File: src/rtl/e203_dtcm_arb_ctrl.sv
// rtl/e203_dtcm_arb_ctrl.sv - DTCM arbiter/sequencer: LSU vs EXT, 1-deep response, light sleep
// Optional round-robin arbitration via `E203_DTCM_ARB_RR_EN (default: fixed LSU priority).
module e203_dtcm_arb_ctrl #(
    parameter int AW      = 14,
    parameter int DW      = 32,
    parameter int MW      = 4,
    parameter int LS_IDLE = 16
) (
    input  logic          clk,
    input  logic          rst,
    input  logic          lsu_cmd_valid,
    output logic          lsu_cmd_ready,
    input  logic          lsu_cmd_read,
    input  logic [AW-1:0] lsu_cmd_addr,
    input  logic [DW-1:0] lsu_cmd_wdata,
    input  logic [MW-1:0] lsu_cmd_wmask,
    output logic          lsu_rsp_valid,
    input  logic          lsu_rsp_ready,
    output logic [DW-1:0] lsu_rsp_rdata,
    input  logic          ext_cmd_valid,
    output logic          ext_cmd_ready,
    input  logic          ext_cmd_read,
    input  logic [AW-1:0] ext_cmd_addr,
    input  logic [DW-1:0] ext_cmd_wdata,
    input  logic [MW-1:0] ext_cmd_wmask,
    output logic          ext_rsp_valid,
    input  logic          ext_rsp_ready,
    output logic [DW-1:0] ext_rsp_rdata,
    output logic          ram_cs,
    output logic          ram_we,
    output logic [AW-1:0] ram_addr,
    output logic [MW-1:0] ram_wem,
    output logic [DW-1:0] ram_din,
    input  logic [DW-1:0] ram_dout,
    output logic          ram_ls,
    output logic          ram_ds,
    output logic          ram_sd
);

    localparam logic [7:0] LS_IDLE_C = 8'(LS_IDLE);

    typedef enum logic {ACTIVE = 1'b0, SLEEP = 1'b1} ls_state_t;

    ls_state_t     state_q;
    ls_state_t     state_d;
    logic [7:0]    idle_cnt_q;

    logic          rsp_valid_q;
    logic          rsp_owner_q;
    logic          rsp_read_q;
    logic          rsp_hold_q;
    logic [DW-1:0] hold_data_q;

    logic          gnt_ext;
    logic          rsp_fire;
    logic          can_accept;
    logic          accept;
    logic          sel_read;
    logic [DW-1:0] rsp_data;

`ifdef E203_DTCM_ARB_RR_EN
    logic last_ext_q;

    always_comb begin
        gnt_ext = ext_cmd_valid;
        if (lsu_cmd_valid && ext_cmd_valid) begin
            gnt_ext = ~last_ext_q;
        end
    end

    // Pointer starts at EXT so the first tie goes to the LSU.
    always_ff @(posedge clk or posedge rst) begin
        if (rst) begin
            last_ext_q <= 1'b1;
        end else if (accept) begin
            last_ext_q <= gnt_ext;
        end
    end
`else
    always_comb begin
        gnt_ext = ~lsu_cmd_valid;
    end
`endif

    assign rsp_fire   = rsp_valid_q & (rsp_owner_q ? ext_rsp_ready : lsu_rsp_ready);
    assign can_accept = ~rst & ~ram_ls & (~rsp_valid_q | rsp_fire);

    assign lsu_cmd_ready = can_accept & lsu_cmd_valid & ~gnt_ext;
    assign ext_cmd_ready = can_accept & ext_cmd_valid & gnt_ext;
    assign accept        = lsu_cmd_ready | ext_cmd_ready;

    assign sel_read = gnt_ext ? ext_cmd_read : lsu_cmd_read;
    assign ram_cs   = accept;
    assign ram_we   = accept & ~sel_read;
    assign ram_addr = gnt_ext ? ext_cmd_addr : lsu_cmd_addr;
    assign ram_din  = gnt_ext ? ext_cmd_wdata : lsu_cmd_wdata;
    assign ram_wem  = sel_read ? '0 : (gnt_ext ? ext_cmd_wmask : lsu_cmd_wmask);
    assign ram_ds   = 1'b0;
    assign ram_sd   = 1'b0;

    // ram_dout is only valid for one cycle; a stalled read keeps its own copy.
    always_ff @(posedge clk or posedge rst) begin
        if (rst) begin
            rsp_valid_q <= 1'b0;
            rsp_owner_q <= 1'b0;
            rsp_read_q  <= 1'b0;
            rsp_hold_q  <= 1'b0;
            hold_data_q <= '0;
        end else if (accept) begin
            rsp_valid_q <= 1'b1;
            rsp_owner_q <= gnt_ext;
            rsp_read_q  <= sel_read;
            rsp_hold_q  <= 1'b0;
        end else if (rsp_fire) begin
            rsp_valid_q <= 1'b0;
        end else if (rsp_valid_q && !rsp_hold_q) begin
            rsp_hold_q  <= 1'b1;
            hold_data_q <= ram_dout;
        end
    end

    assign rsp_data      = rsp_read_q ? (rsp_hold_q ? hold_data_q : ram_dout) : '0;
    assign lsu_rsp_valid = rsp_valid_q & ~rsp_owner_q;
    assign ext_rsp_valid = rsp_valid_q & rsp_owner_q;
    assign lsu_rsp_rdata = lsu_rsp_valid ? rsp_data : '0;
    assign ext_rsp_rdata = ext_rsp_valid ? rsp_data : '0;

    always_ff @(posedge clk or posedge rst) begin
        if (rst) begin
            state_q <= ACTIVE;
        end else begin
            state_q <= state_d;
        end
    end

    always_comb begin
        state_d = state_q;
        case (state_q)
            ACTIVE: if (!ram_cs && idle_cnt_q >= LS_IDLE_C) state_d = SLEEP;
            SLEEP:  if (lsu_cmd_valid || ext_cmd_valid) state_d = ACTIVE;
            default: state_d = ACTIVE;
        endcase
    end

    always_comb begin
        ram_ls = (state_q == SLEEP);
    end

    always_ff @(posedge clk or posedge rst) begin
        if (rst) begin
            idle_cnt_q <= '0;
        end else if (state_q == SLEEP || ram_cs) begin
            idle_cnt_q <= '0;
        end else if (idle_cnt_q != 8'hFF) begin
            idle_cnt_q <= idle_cnt_q + 8'd1;
        end
    end

endmodule

File: config.mk
export PLATFORM = sky130hd
export DESIGN_NAME = e203_dtcm_arb_ctrl
export DESIGN_NICKNAME = d
export VERILOG_FILES = /design/src/rtl/e203_dtcm_arb_ctrl.sv
export SDC_FILE = /design/constraint.sdc
export NUM_CORES = 1
export LEC_CHECK = 0
export BUFFER_PORTS_ARGS = -buffer_cell sky130_fd_sc_hd__buf_2
export CAP_MARGIN = 10
export CORE_AREA = 2 2 101 103
export DETAILED_ROUTE_END_ITERATION = 7
export DIE_AREA = 0 0 103 105
export GPL_TIMING_DRIVEN = 1
export PLACE_DENSITY_LB_ADDON = 0.1
export SLEW_MARGIN = 5
export SYNTH_ARGS = -nofsm -noshare
export SYNTH_HDL_FRONTEND = slang
export SYNTH_SLANG_ARGS = --single-unit
export TNS_END_PERCENT = 5
File: constraint.sdc
create_clock -name clk -period 5.7 [get_ports clk]
set_input_delay 1.14 -clock clk [delete_from_list [all_inputs] [get_ports clk]]
set_output_delay 1.14 -clock clk [all_outputs]
set_load 0.03 [all_outputs]
==> run summary, run 1 <==
CP Capture Type -> output port
clock slew at reported path FFs -> 0.08 ns
Startpoint Class -> input port
RSZ-0062 raised after global routing -> no
Die Y -> 105 um
Slew @ Worst Pin -> 1.13 ns
largest net degree at the start of global routing -> 46
Post-Synthesis Cell Area -> 3160 um^2
Pre-antenna DRT Iters -> 4
Slew Limit Fails -> 0
R2R setup slack -> 3.61 ns
static leakage -> 0.00249 uW
Post-DRT Antenna Nets -> 0
slew margin rel. -> 24.5%
Port Buffers -> 260
commonest register cell after synthesis -> dfrtp_1
chip width -> 103 um
max-cap viol count -> 0
RR Startpoint -> rsp_hold_q$_DFFE_PP0P_
Yosys Warn Count -> 0
Via-to-Cell Ratio -> 4.74
Setup TNS -> 0 ns
Clock Latency Late Sink -> 0.30 ns
ys async rst share -> 100%
Final period util -> 68.9%
Starting Density -> 32.8%
EDFF count, synth -> 0
worst path required time -> 4.56 ns
DRT Wirelength -> 11,100 um
TritonCTS clock tree -> yes
Synth Instances -> 315
crit path time final -> 3.93 ns
CP arrival -> 2.79 ns
ant diodes -> 0
Hold Path Sink -> hold_data_q[4]$_DFFE_PP0P_
Clock Path Buffers -> 2
syn_area_per_cell -> 10.0 um^2
core area -> 9640 um^2
DRT iter0 DRCs -> 100
GPL Wtd Cong -> 0.874
reg2reg end -> hold_data_q[18]$_DFFE_PP0P_
H-tree lvl count -> 2
Distinct cells, synth -> 37
register bit total from synthesis -> 45
fin nets -> 703
Root Buffer -> clkbuf_8
post-synthesis sequential area ratio -> 35.7%
die footprint -> 10,800 um^2
Setup Crit Path Kind -> in2out
Worst Reg-to-Reg Cells -> 3
total CTS buffers -> 5
pwr dens -> 382 nW/um^2
detailed placer's ending HPWL -> 8940 um
vias in the first global route -> 3,132
hold path depth -> 1
PostCTS Resize Cnt -> 0
WL per Instance -> 15.9 um
I/O pins -> 263
# hold bufs at CTS -> 0
Peak Freq -> 255 MHz
dpl ws -> 1.77 ns
FP Rows -> 36
crit path max fanout -> 29
Setup Skew -> 0.00501 ns
Hold Path Class -> reg2reg
Setup Buffers After CTS -> 0
GRT Util Overall -> 19.4%
antenna violations before repair -> 1
Post-route DRC -> 0
synthesis-to-finish area growth -> 46.3%
worst hold start -> hold_data_q[4]$_DFFE_PP0P_
peak supply drop -> 0.136 mV
endpoints failing hold -> 0
clock sink count -> 45
global-route wire length before repair -> 16,300 um
Via Count -> 3,296
layout cell share with drive strength beyond 1 -> 62.8%
Final setup viols -> 0
grt total ovfl -> 0
status -> complete, no violations
Final Worst Setup Slack -> 1.77 ns
[worst max-delay path, cell delays in order]
cell	delay (ns)
buf_2	0.39
buf_4	0.42
nor2b_1	0.36
nor2_1	0.13
nor2b_1	0.12
buf_2	0.21
[cell families (layout without fill, tap and decap cells)]
group / count (synthesis) / count (layout) / share of synthesized area, %
adders and majority gates: 2 / 2 / 0.792
DFF: 45 / 45 / 35.7
muxes: 112 / 112 / 39.1
AOI/OAI and AO/OA: 24 / 24 / 6.06
other: 1 / 2 / 0.119
buffers and inverters: 30 / 276 / 4.12
and+or+nand+nor: 101 / 101 / 14.1
[area by class of cell]
| type | count | area (um^2) |
|---|---|---|
| clock buffer | 6 | 72.6 |
| fill | 967 | 5020 |
| tap | 133 | 166 |
| sequential | 45 | 1130 |
| clock inverter | 2 | 10.0 |
| multi-input combinational | 241 | 1910 |
| timing repair buffer | 262 | 1320 |
| inverter | 6 | 22.5 |
[synthesized netlist by cell type (2+ instances only)]
master	count	area (um^2)
inv_1	6	22.5
nand3_1	2	10.0
ha_1	2	25.0
a31oi_1	2	12.5
nor2_1	71	267
nor2b_1	3	18.8
a22o_1	4	35.0
dfrtp_1	45	1130
buf_4	2	15.0
o21ai_0	3	15.0
nand4_1	2	12.5
and3_1	2	12.5
clkbuf_1	13	48.8
mux2i_1	32	320
a2111oi_0	2	17.5
nor4b_1	2	17.5
and4_1	2	17.5
nand2_1	4	15.0
a21oi_1	6	30.0
nor3_1	8	40.0
mux2_2	78	878
buf_2	8	40.0
a211oi_1	2	15.0
[where the power goes]
| group | internal, uW | switching (uW) | total (uW) |
|---|---|---|---|
| registers | 461 | 142 | 603 |
| clock network | 85.2 | 108 | 193 |
| logic | 402 | 565 | 967 |
| total | 948 | 815 | 1760 |
[how the worst max path moves through the flow]
| stage | start | end | slack (ns) | cells past startpoint |
|---|---|---|---|---|
| CTS | lsu_cmd_valid | ram_we | 1.77 | 6 |
| floorplan | lsu_cmd_valid | ext_cmd_ready | 1.49 | 3 |
| detailed placement | lsu_cmd_valid | ram_we | 1.77 | 6 |
| global route | lsu_cmd_valid | ram_we | 1.66 | 6 |
| finish | lsu_cmd_valid | ram_we | 1.77 | 6 |
| global placement | lsu_cmd_valid | ram_we | 1.84 | 6 |
[cells in the final DEF (no fill, tap or decap), drive strengths merged, types with 2 or more instances in the layout]
cell	netlist	final
clkbuf	13	6
a31oi	2	2
mux2i	33	33
o21ai	3	3
nor2b	3	3
nor4b	2	2
a21oi	6	6
nand3	2	2
inv	6	6
buf	11	262
clkinv	0	2
and4	2	2
ha	2	2
nor3	8	8
a22o	4	4
nand2	4	4
nor2	71	71
mux2	79	79
and3	2	2
a2111oi	3	3
a211oi	2	2
nand4	2	2
dfrtp	45	45
conb	1	2
[per-stage QoR]
stage / std cells / util (%) / instance area [um^2] / hold slack, ns / power, uW
3_5_place_dp: 687 / 47.1 / 4540 / 0.494 / 1580
3_3_place_gp: 687 / 47.1 / 4540 / 0.487 / 1570
5_1_grt: 695 / 47.9 / 4620 / 0.522 / 1880
2_1_floorplan: 316 / - / 3160 / 0.479 / 1310
4_1_cts: 695 / 47.9 / 4620 / 0.513 / 1780
6_report: 695 / 47.9 / 4620 / 0.509 / 1760
[routing by layer]
metal	share of wire (%)	global-route usage, %	vias up
met5	0.063	0	-
met4	1.5	5.45	2
met3	9.4	6.15	16
met2	50	34.1	169
met1	39	22.4	1512
li1	-	-	1597
[registers in the layout, summed over array words and instances (netlist names)]
name and flops:
rsp_owner_q 1, rsp_valid_q 1, ram_ls 1, idle_cnt_q 8, rsp_read_q 1, rsp_hold_q 1, hold_data_q 32
(Power assumes the default switching activity.)
==> run 2, diff against run 1 <==
--- a/config.mk
+++ b/config.mk
@@ -7,9 +7,9 @@
 export LEC_CHECK = 0
 export BUFFER_PORTS_ARGS = -buffer_cell sky130_fd_sc_hd__buf_2
 export CAP_MARGIN = 10
-export CORE_AREA = 2 2 101 103
+export CORE_AREA = 2 2 102 104
 export DETAILED_ROUTE_END_ITERATION = 7
-export DIE_AREA = 0 0 103 105
+export DIE_AREA = 0 0 104 106
 export GPL_TIMING_DRIVEN = 1
 export PLACE_DENSITY_LB_ADDON = 0.1
 export SLEW_MARGIN = 5
==> constraint.sdc (replaced) <==
create_clock -name clk -period 4.05 [get_ports clk]
set_input_delay 0.81 -clock clk [delete_from_list [all_inputs] [get_ports clk]]
set_output_delay 0.81 -clock clk [all_outputs]
set_load 0.03 [all_outputs]
==> run 2 against run 1 <==
  * Critical path depth down 1
  * Combinational power up 39%
  * Via count down 1.4%
  * Global-route usage down 1.7 points
  * First-iteration DRC count up 18%
  * Highest routed layer is now met4
  * Non-clock buffer count unchanged
  * Count of clock-buffer cells in the layout unchanged
  * Sequential cell count unchanged
  * Largest power group unchanged
  * Total power up 41%
==> run summary, run 2 (synthesized netlist as in run 1, its figures left out) <==
most frequent cells in the layout -> 260 x buf_2, 78 x mux2_2, 71 x nor2_1
slew margin rel. -> 30.0% (+5.5 points)
antenna violations before repair -> 0 (-1)
crit path max fanout -> 24 (-17%)
Worst Reg-to-Reg Cells -> 3 (unchanged)
Post-route DRC -> 0 (unchanged)
worst path required time -> 3.24 ns (-1.32 ns)
Setup Crit Path Kind -> in2out
peak supply drop -> 0.197 mV (+46%)
Starting Density -> 31.6% (-1.2 points)
Die Y -> 106 um (+0.95%)
Setup Buffers After CTS -> 0 (unchanged)
# hold bufs at CTS -> 0 (unchanged)
Hold Path Class -> reg2reg
Pre-antenna DRT Iters -> 4 (unchanged)
static leakage -> 0.00249 uW (+0.25%)
Via Count -> 3,251 (-1.4%)
DRT Wirelength -> 10,000 um (-9.7%)
layout cell share with drive strength beyond 1 -> 63.0% (+0.18 points)
post-route cell area -> 4640 um^2 (+0.38%)
Slew Limit Fails -> 0 (unchanged)
synthesis-to-finish area growth -> 46.9%
Setup Skew -> 0.0139 ns (+0.00893 ns)
die footprint -> 11,000 um^2 (+1.9%)
grt total ovfl -> 0 (unchanged)
ant diodes -> 0 (unchanged)
commonest non-fill, non-tap cell in the layout -> buf_2
fin nets -> 703 (unchanged)
Final Worst Setup Slack -> 0.982 ns (-0.792 ns)
I/O pins -> 263 (unchanged)
Via-to-Cell Ratio -> 4.66 (-1.8%)
GRT Util Overall -> 17.7% (-1.7 points)
Port Buffers -> 260 (unchanged)
detailed placer's ending HPWL -> 7980 um (-11%)
Root Buffer -> clkbuf_8
RSZ-0062 raised after global routing -> no
Slew @ Worst Pin -> 1.05 ns (-0.0829 ns)
core area -> 10000 um^2 (+3.7%)
Final setup viols -> 0 (unchanged)
status -> complete, no violations
largest net degree at the start of global routing -> 46 (unchanged)
H-tree lvl count -> 2 (unchanged)
biggest regs -> hold_data_q (32), idle_cnt_q (8)
Clock Path Buffers -> 2 (unchanged)
Power, Total -> 2490 uW (+41%)
Clock Latency Late Sink -> 0.30 ns (about the same)
CP Capture Type -> output port
max-cap viol count -> 0 (unchanged)
Top reg by flops -> hold_data_q
clock sink count -> 45 (unchanged)
dpl ws -> 1.01 ns (-0.759 ns)
DRT iter0 DRCs -> 118 (+18%)
vias in the first global route -> 3,131 (-0.032%)
total CTS buffers -> 5 (unchanged)
clock slew at reported path FFs -> 0.08 ns (about the same)
crit path time final -> 3.07 ns
WL per Instance -> 14.3 um (-10%)
Final period util -> 75.8%
hold path depth -> 1 (unchanged)
FP Rows -> 37 (+2.8%)
pwr dens -> 536 nW/um^2 (+40%)
fin util -> 46.4% (-1.6 points)
Peak Freq -> 326 MHz
GPL Wtd Cong -> 0.891 (+2.0%)
TritonCTS clock tree -> yes
Setup TNS -> 0 ns (unchanged)
CP arrival -> 2.26 ns (-0.53 ns)
global-route wire length before repair -> 15,800 um (-3.2%)
PostCTS Resize Cnt -> 0 (unchanged)
chip width -> 104 um (+0.97%)
endpoints failing hold -> 0 (unchanged)
Startpoint Class -> input port
placed cell area -> 4540 um^2 (about the same)
Largest register FFs -> 32 (unchanged)
Post-DRT Antenna Nets -> 0 (unchanged)
[run 2: power by group]
part | internal [uW] | switching, uW | total (uW) | leakage (uW)
Clock | 139 | 158 | 297 | 0.0000512
Sequential | 648 | 198 | 847 | 0.000546
Combinational | 565 | 777 | 1340 | 0.00189
[run 2: routing by layer]
metal	vias to the layer above	track usage [%]	routed length, um
met4	0	4.05	86
met2	133	28.9	4610
met5	-	0	0
met1	1513	23.7	4620
li1	1596	-	-
met3	9	4.60	686
[run 2: final cells by class]
class / instances / area (um^2)
clock buffer: 6 / 82.6
clock inverter: 2 / 13.8
fill: 987 / 5360
inverter: 6 / 22.5
multi-input combinational: 241 / 1910
sequential: 45 / 1130
tap: 136 / 170
timing repair buffer: 262 / 1320
[run 2: worst max-delay path: stages]
cell and delay, ns:
buf_2 0.39, nor2_1 0.13, a2111oi_4 0.52, nor2b_1 0.19, buf_2 0.21
[run 2: through the flow]
step | hold slack, ns | cells
2_1_floorplan | 0.479 | 316
3_3_place_gp | 0.486 | 690
3_5_place_dp | 0.493 | 690
4_1_cts | 0.512 | 698
5_1_grt | 0.522 | 698
6_report | 0.508 | 698
[run 2: final timing paths]
kind                       slack (ns)                           to                        start
max reg2reg                      1.95  hold_data_q[22]$_DFFE_PP0P_       rsp_hold_q$_DFFE_PP0P_
min                              0.51  hold_data_q[28]$_DFFE_PP0P_  hold_data_q[28]$_DFFE_PP0P_
min reg2reg                      0.51  hold_data_q[28]$_DFFE_PP0P_  hold_data_q[28]$_DFFE_PP0P_
max                              0.98                       ram_we                lsu_cmd_valid
min in group asynchronous        0.78    idle_cnt_q[7]$_DFFE_PP0P_                          rst
max in group asynchronous        2.63       rsp_hold_q$_DFFE_PP0P_                          rst
==> run 3, diff against run 2 <==
--- a/config.mk
+++ b/config.mk
@@ -5,11 +5,12 @@
 export SDC_FILE = /design/constraint.sdc
 export NUM_CORES = 1
 export LEC_CHECK = 0
+export ABC_AREA = 1
 export BUFFER_PORTS_ARGS = -buffer_cell sky130_fd_sc_hd__buf_2
 export CAP_MARGIN = 10
-export CORE_AREA = 2 2 102 104
+export CORE_AREA = 2 2 101 103
 export DETAILED_ROUTE_END_ITERATION = 7
-export DIE_AREA = 0 0 104 106
+export DIE_AREA = 0 0 103 105
 export GPL_TIMING_DRIVEN = 1
 export PLACE_DENSITY_LB_ADDON = 0.1
 export SLEW_MARGIN = 5
==> constraint.sdc (replaced) <==
create_clock -name clk -period 2.9 [get_ports clk]
set_input_delay 0.58 -clock clk [delete_from_list [all_inputs] [get_ports clk]]
set_output_delay 0.58 -clock clk [all_outputs]
set_load 0.03 [all_outputs]
==> run 3 against run 2 <==
  * Die area shrank 1.9%
  * Largest cell class unchanged
  * Combinational power grew 73%
  * Critical path type is now reg2out
  * Via count grew 28%
  * Largest power group unchanged
==> run summary, run 3 <==
Clock Latency Late Sink -> 0.30 ns (about the same)
Distinct cells, synth -> 27 (-27%)
chip width -> 103 um (-0.96%)
crit-path cells -> inv_2 > buf_4 > o211ai_1 > nor2_1 > buf_2
Reg area -> 1130 um^2 (-0.11%)
Synth top area share -> 33.4% (-2.2 points)
Peak Freq -> 396 MHz
most frequent cells in the layout -> 260 x buf_2, 237 x nand2_1, 84 x nor2_1
endpoints failing hold -> 0 (unchanged)
biggest regs -> hold_data_q (32), idle_cnt_q (8)
total CTS buffers -> 5 (unchanged)
Pre-antenna DRT Iters -> 4 (unchanged)
clock slew at reported path FFs -> 0.09 ns (about the same)
die footprint -> 10,800 um^2 (-1.9%)
post-synthesis sequential area ratio -> 33.4% (-2.2 points)
DRT iter0 DRCs -> 254 (+120%)
Crit path max-delay family -> buffers and inverters
largest cells by area after synthesis -> dfrtp_1 33%, nand2_1 26%, nor2_1 9.4%
CP Buf/Inv Count -> 3 (+1)
# hold bufs at CTS -> 0 (unchanged)
fin nets -> 934 (+33%)
DRT Wirelength -> 11,900 um (+19%)
Via-to-Cell Ratio -> 4.51 (-3.2%)
ant diodes -> 0 (unchanged)
most common cell in the synthesized netlist -> nand2_1
Post-DRT Antenna Nets -> 0 (unchanged)
Clock Path Buffers -> 2 (unchanged)
Final Worst Setup Slack -> 0.377 ns (-0.605 ns)
Post-Synthesis Cell Area -> 3370 um^2 (+6.7%)
Simple-Gate Fraction of Synth Area -> 38.8% (+25 points)
RR Startpoint -> rsp_owner_q$_DFFE_PP0P_
Setup TNS -> 0 ns (unchanged)
TritonCTS clock tree -> yes
max-cap viol count -> 0 (unchanged)
syn_area_per_cell -> 6.12 um^2 (-39%)
vias in the first global route -> 3,763 (+20%)
Final period util -> 87.0%
adder-cell area share of the yosys netlist -> 0.743% (-0.049 points)
post-synthesis mux area share -> 0% (-39 points)
filler cell count -> 1,020 (+3.3%)
H-tree lvl count -> 2 (unchanged)
crit path time final -> 2.52 ns
Setup Crit Path Kind -> reg2out
Setup Skew -> 0.00625 ns (-0.00768 ns)
Setup Buffers After CTS -> 0 (unchanged)
GRT Util Overall -> 21.4% (+3.7 points)
EDFF count, synth -> 0 (unchanged)
status -> complete, no violations
CP max stage cell -> inv_2
synthesis-to-finish area growth -> 44.1%
peak supply drop -> 0.318 mV (+61%)
Final setup viols -> 0 (unchanged)
GPL Wtd Cong -> 0.907 (+1.8%)
largest family of logic cells by synthesized area -> simple AND/OR/NAND/NOR gates
static leakage -> 0.00301 uW (+21%)
core area -> 9640 um^2 (-3.6%)
grt total ovfl -> 0 (unchanged)
Slew Limit Fails -> 0 (unchanged)
largest net degree at the start of global routing -> 46 (unchanged)
max incr delay on CP -> 0.46 ns (-0.06 ns)
crit path max fanout -> 38 (+58%)
Slew @ Worst Pin -> 0.911 ns (-0.136 ns)
area occupied by multi-input gates -> 1850 um^2 (-3.0%)
CP Capture Type -> output port
most frequent cells after synthesis -> 237 x nand2_1, 84 x nor2_1, 50 x inv_1
I/O pins -> 263 (unchanged)
register bit total from synthesis -> 45 (unchanged)
clock sink count -> 45 (unchanged)
detailed placer's ending HPWL -> 9570 um (+20%)
layout cell share with drive strength beyond 1 -> 38.2% (-25 points)
slew margin rel. -> 39.1% (+9.1 points)
start point of the critical path -> rsp_hold_q$_DFFE_PP0P_
ys async rst share -> 100% (unchanged)
dpl ws -> 0.629 ns (-0.382 ns)
Die Y -> 105 um (-0.94%)
Port Buffers -> 260 (unchanged)
pwr dens -> 805 nW/um^2 (+50%)
global-route wire length before repair -> 18,400 um (+17%)
commonest register cell after synthesis -> dfrtp_1
Root Buffer -> clkbuf_8
Synth Instances -> 550 (+75%)
Post-route DRC -> 0 (unchanged)
PostCTS Resize Cnt -> 0 (unchanged)
Startpoint Class -> flip-flop
FP Rows -> 36 (-2.7%)
commonest non-fill, non-tap cell in the layout -> buf_2
Top reg by flops -> hold_data_q
post-synth top area cell -> dfrtp_1
Hold Path Class -> in2async
CP arrival -> 1.94 ns (-0.32 ns)
Largest register FFs -> 32 (unchanged)
antenna violations before repair -> 0 (unchanged)
Yosys Warn Count -> 0 (unchanged)
Starting Density -> 34.9% (+3.4 points)
Synth Area in Compound Gates -> 14.9% (+8.8 points)
worst path required time -> 2.32 ns (-0.92 ns)
WL per Instance -> 12.9 um (-10%)
xor/xnor share of the synthesized area -> 0.260% (+0.26 points)
RSZ-0062 raised after global routing -> no
Via Count -> 4,173 (+28%)
## run 3: power breakdown
group / switching [uW] / total, uW / internal, uW
combinational: 1640 / 2320 / 688
clock: 214 / 556 / 342
sequential: 134 / 1030 / 895
total: 1980 / 3910 / 1930
## run 3: worst paths after layout
check	end	slack [ns]	cells past startpoint
max in group asynchronous	idle_cnt_q[0]$_DFFE_PP0P_	1.84	2
worst max register to register	hold_data_q[0]$_DFFE_PP0P_	1.18	6
worst max-delay path	lsu_rsp_rdata[0]	0.38	5
worst min register to register	hold_data_q[6]$_DFFE_PP0P_	0.49	2
worst min-delay path	idle_cnt_q[2]$_DFFE_PP0P_	0.48	2
min in group clk	hold_data_q[6]$_DFFE_PP0P_	0.49	2
## run 3: area by class of cell
cell class                 instances  share of cell area (%)
inverter                          55                    4.31
tap                              133                    3.43
clock inverter                     3                    1.34
timing repair buffer             269                    28.2
multi-input combinational        416                    38.1
sequential                        45                    23.2
clock buffer                       5                    1.42
## run 3: stage by stage
step / cell area (um^2) / utilization, % / hold slack (ns) / cells / total power, uW
after floorplan: 3370 / - / 0.456 / 551 / 2820
after global placement: 4720 / 49.0 / 0.464 / 918 / 3320
after detailed placement: 4720 / 49.0 / 0.471 / 918 / 3380
after CTS: 4850 / 50.4 / 0.494 / 926 / 3950
after global routing: 4850 / 50.4 / 0.504 / 926 / 4260
final: 4850 / 50.4 / 0.477 / 926 / 3910
## run 3: routing by layer
| metal | global-route usage (%) | up-vias | share of wire (%) | routed length [um] |
|---|---|---|---|---|
| met4 | 3.95 | 0 | 0.71 | 85 |
| met5 | 0 | - | 0 | 0 |
| met3 | 4.55 | 5 | 8.6 | 1030 |
| met1 | 27.7 | 1827 | 40 | 4780 |
| li1 | - | 2178 | - | - |
| met2 | 36.7 | 163 | 51 | 6030 |
## run 3: logic make-up (layout without fill, tap and decap cells)
logic type,count (synthesis),after routing
DFF,45,45
buffers and inverters,90,332
adders and majority gates,2,2
xor gates and xnor gates,1,1
other,1,2
and+or+nand+nor,335,335
AOI/OAI and AO/OA,76,76
